$ cat src/rtl/output_switch_sync.sv
// output_switch_sync: registered A/B output switch.
// It has a two-flop synchroniser on the select input. On every changeover the
// pins are held at SAFE_VALUE for a guard interval before the new source is
// driven. A saturating counter records the completed changeovers.
module output_switch_sync #(
   parameter int               WIDTH        = 8,
   parameter logic [WIDTH-1:0] SAFE_VALUE   = {WIDTH{1'b1}},
   parameter int               GUARD_CYCLES = 4,
   parameter int               CNT_W        = 16
) (
   input  logic             clk,
   input  logic             rst_n,
   input  logic             ctr_io,
   input  logic [WIDTH-1:0] output_from_A,
   input  logic [WIDTH-1:0] output_from_B,
   output logic [WIDTH-1:0] output_pin,
   output logic             active_sel,
   output logic             switching,
   output logic [CNT_W-1:0] switch_count
);

   // Guard down-counter width; at least one bit even for a one-cycle guard.
   localparam int            GW    = (GUARD_CYCLES > 1) ? $clog2(GUARD_CYCLES) : 1;
   localparam logic [GW-1:0] GLOAD = GW'(GUARD_CYCLES - 1);

   localparam logic [1:0] SEL_A = 2'd0;
   localparam logic [1:0] SEL_B = 2'd1;
   localparam logic [1:0] GUARD = 2'd2;

   logic             s1_q, s2_q;
   logic [1:0]       state_q, state_d;
   logic [GW-1:0]    gcnt_q, gcnt_d;
   logic [WIDTH-1:0] pin_q, pin_d;
   logic             act_q, act_d;
   logic             sw_q, sw_d;
   logic [CNT_W-1:0] cnt_q, cnt_d;

   // Two-flop synchroniser bringing the asynchronous select into the clk domain.
   always_ff @(posedge clk or negedge rst_n) begin
      if (!rst_n) begin
         s1_q <= 1'b0;
         s2_q <= 1'b0;
      end else begin
         s1_q <= ctr_io;
         s2_q <= s1_q;
      end
   end

   // Next-state logic: select states forward data; GUARD holds the safe value
   // and, on its final cycle, commits to whatever the synchronised select says.
   always_comb begin
      state_d = state_q;
      gcnt_d  = gcnt_q;
      pin_d   = pin_q;
      act_d   = act_q;
      sw_d    = sw_q;
      cnt_d   = cnt_q;
      case (state_q)
         SEL_A: begin
            if (!s2_q) begin
               pin_d = output_from_A;
            end else begin
               state_d = GUARD;
               gcnt_d  = GLOAD;
               pin_d   = SAFE_VALUE;
               sw_d    = 1'b1;
            end
         end
         SEL_B: begin
            if (s2_q) begin
               pin_d = output_from_B;
            end else begin
               state_d = GUARD;
               gcnt_d  = GLOAD;
               pin_d   = SAFE_VALUE;
               sw_d    = 1'b1;
            end
         end
         default: begin
            if (gcnt_q != '0) begin
               gcnt_d = gcnt_q - 1'b1;
               pin_d  = SAFE_VALUE;
            end else begin
               // A reversal during the guard is resolved here. Returning to the
               // original source is not counted as a changeover.
               state_d = s2_q ? SEL_B : SEL_A;
               pin_d   = s2_q ? output_from_B : output_from_A;
               sw_d    = 1'b0;
               act_d   = s2_q;
               if ((s2_q != act_q) && (cnt_q != '1)) begin
                  cnt_d = cnt_q + 1'b1;
               end
            end
         end
      endcase
   end

   // State registers; reset parks the block in a full-length guard.
   always_ff @(posedge clk or negedge rst_n) begin
      if (!rst_n) begin
         state_q <= GUARD;
         gcnt_q  <= GLOAD;
         pin_q   <= SAFE_VALUE;
         act_q   <= 1'b0;
         sw_q    <= 1'b1;
         cnt_q   <= '0;
      end else begin
         state_q <= state_d;
         gcnt_q  <= gcnt_d;
         pin_q   <= pin_d;
         act_q   <= act_d;
         sw_q    <= sw_d;
         cnt_q   <= cnt_d;
      end
   end

   assign output_pin   = pin_q;
   assign active_sel   = act_q;
   assign switching    = sw_q;
   assign switch_count = cnt_q;

endmodule
$ cat config.mk
export PLATFORM = sky130hd
export DESIGN_NAME = output_switch_sync
export DESIGN_NICKNAME = d
export VERILOG_FILES = /design/src/rtl/output_switch_sync.sv
export SDC_FILE = /design/constraint.sdc
export NUM_CORES = 1
export LEC_CHECK = 0
export ABC_AREA = 1
export ABC_CLOCK_PERIOD_IN_PS = 1900
export CAP_MARGIN = 5
export CORE_MARGIN = 2
export CORE_UTILIZATION = 39
export DETAILED_ROUTE_END_ITERATION = 10
export PLACE_DENSITY = 0.67
export SYNTH_ARGS = -nofsm -noshare
export SYNTH_HDL_FRONTEND = slang
export SYNTH_SLANG_ARGS = --single-unit
$ cat constraint.sdc
create_clock -name clk -period 1.9 [get_ports clk]
set_input_delay 0.38 -clock clk [delete_from_list [all_inputs] [get_ports clk]]
set_output_delay 0.38 -clock clk [all_outputs]
set_load 0.01 [all_outputs]
==> out/results.tsv <==
metric	value	unit
vias	1447	
ys_top_cells_by_area	dfrtp_1 (31%), dfstp_2 (18%), nand2_1 (16%), nand3_1 (7.5%), inv_1 (4.7%)	
path_depth	1	
slowest_delay	570	ps
required	1520	ps
start_kind	flop	
dpl.hpwl	2609	µm
ys_warn_count	0	
synth-edff-count	0	
antenna_found_initial	0	
whs_path_depth	0	
synthFlopType	dfrtp_1	
fin_crit_sh	92.77	%
r2r_slack	210	ps
async_reset_ff_share	100.0	%
post_synth_num_cell_types	23	
worstSetupEndpoint	switching	
grt_util_all_layers	18.00	%
root_buffer	clkbuf_8	
insertedDiodeCount	0	
seq_area_frac_synth	49.34	%
crit_family	flip-flops	
worstSetupPathType	flop to output pin	
wire_per_inst	11.51	µm
grt_pass1_vias	1380	
hold_slack	346.8	ps
path_cells	clkdlybuf4s50_1	
place.gp.congestion	0.8473	
core	3971	µm²
post_drt_via_cell_ratio	4.776	
post-place-ws	240.4	ps
die_w	68.06	µm
synth_nets	220	
netlist_area	1600	µm²
insertion_delay	280	ps
avgSynthCellArea	8.042	µm²
pin_count	45	
wl	3489	µm
fin_ws	137.4	ps
rsz0062_at_grt	false	
clock-sinks	31	
cap_violations	0	
critPathSlowestCell	dfstp_2	
portBuffers	44	
fin_nets	273	
cts_buffers	5	
ys_top_cells_by_count	nand2_1 (67), nand3_1 (24), dfrtp_1 (20), inv_1 (20), nor2_1 (17)	
tritoncts	built	
endpoint_kind	output pin	
die-area	4631	µm²
tns	0	ps
ant_nets	0	
finalHoldViolCount	0	
reg2reg_from	switch_count[0]	
postCtsSetupBuffers	0	
finalClockSkew	4.147	ps
die_y	68.06	µm
dp_cells	295	
cts_buffer_depth	2	
ir_worst_vdd	0.6565	mV
synth_top_area_share	31.27	%
critPathMaxFanout	5	
clk_pin_slew	60	ps
maxSlewViolCount	0	
overflow	0	
grt_pass1_wl	6120	µm
startpoint	switching	
worst_ep_arrival_time	1380	ps
critPathBufInv	1	
worstMarginPinSlew	532.4	ps
synth_area_leader_cell	dfrtp_1	
syn-instance-count	199	
synthToLayoutAreaGrowth	37.14	%
p_per_area	1026	nW/µm²
final_cells	303	
yosys_register_bits	31	
drc_errors	0	
dpl-instance-area	2111	µm²
timing.fmax	0.5674	GHz
relSlewSlack	64.27	%
worstHoldPathType	flop to flop	
grt_start_max_net_pins	32	
drtIter0Drc	56	
run_status	completed	
row_count	23	
fin_area	2195	µm²
setup_viol	0	
start_util	40.30	%
leakagePower	0.9767	nW
reg2reg_to	switch_count[3]	
yosysMostFrequentCell	nand2_1	
dr.pass1.iters	4	
min_period	1763	ps
htree_levels	2	
drive_gt1_share	13.83	%
ff2ff_path_depth	10	
routing by layer:
metal | GRT usage [%] | part of all wire (%) | vias to the layer above | routed length, µm
met2 | 29.37 | 47 | 28 | 1653
li1 | - | - | 742 | -
met4 | 7.500 | 1.5 | 0 | 53
met5 | 0 | 0 | - | 0
met3 | 4.112 | 4.3 | 4 | 151
met1 | 22.89 | 47 | 673 | 1630
worst min path at each step:
stage	from	slack, ps	endpoint
final	s1_q	350	s2_q
after global routing	s1_q	370	s2_q
after CTS	s1_q	350	s2_q
after detailed placement	s1_q	340	s2_q
after global placement	s1_q	330	s2_q
after floorplan	rst_n	80	active_sel
power by group:
part / switching (mW) / total (mW) / internal [mW]
logic: 0.450 / 0.825 / 0.375
registers: 0.0892 / 0.939 / 0.850
clock network: 0.232 / 0.488 / 0.256
total: 0.771 / 2.25 / 1.48
sequential cells by signal, summed over array words and instances (netlist names):
signal / flops
switch_count: 16
output_pin: 8
gcnt_q: 2
active_sel: 1
s1_q: 1
s2_q: 1
state_q: 1
switching: 1
cells by family (layout without fill, tap and decap cells):
group	after synthesis	in the layout	share of synthesized area (%)
buf+inv	25	79	6.802
compound gates	13	13	4.925
fa+ha+maj	2	2	1.563
xor+xnor	5	5	2.736
flops	31	31	49.34
simple gates	123	123	34.64
final cells by class:
type | instances | area, µm²
Clock buffer | 7 | 76.32
Clock inverter | 1 | 5.005
Fill cell | 389 | 1777
Inverter | 23 | 86.33
Multi-Input combinational cell | 143 | 704.4
Sequential cell | 31 | 789.5
Tap cell | 50 | 62.56
Timing Repair Buffer | 48 | 470.5
timing repair:
action	in CTS	in global routing
endpoints found under the setup margin	0	1
hold buffers	0	0
gates resized for setup	0	1
cell usage in the layout, fill, tap and decap left out, drive strengths merged, types with 2 or more instances in the layout:
master,netlist,layout
clkbuf,0,7
dfrtp,20,20
nand2,74,74
o22ai,9,9
inv,21,21
dfstp,11,11
clkdlybuf4s50,0,44
nand3,24,24
nor2,22,22
o21ai,2,2
clkinv,2,3
ha,2,2
buf,2,4
nand4,2,2
xor2,4,4
stage by stage:
step	utilization, %	total power, mW
finish	55.26	2.252
detailed placement	53.15	1.777
global route	55.26	2.407
CTS	55.20	2.273
global placement	53.15	1.771
floorplan	-	1.423
Power figures use the tool's default switching activity.
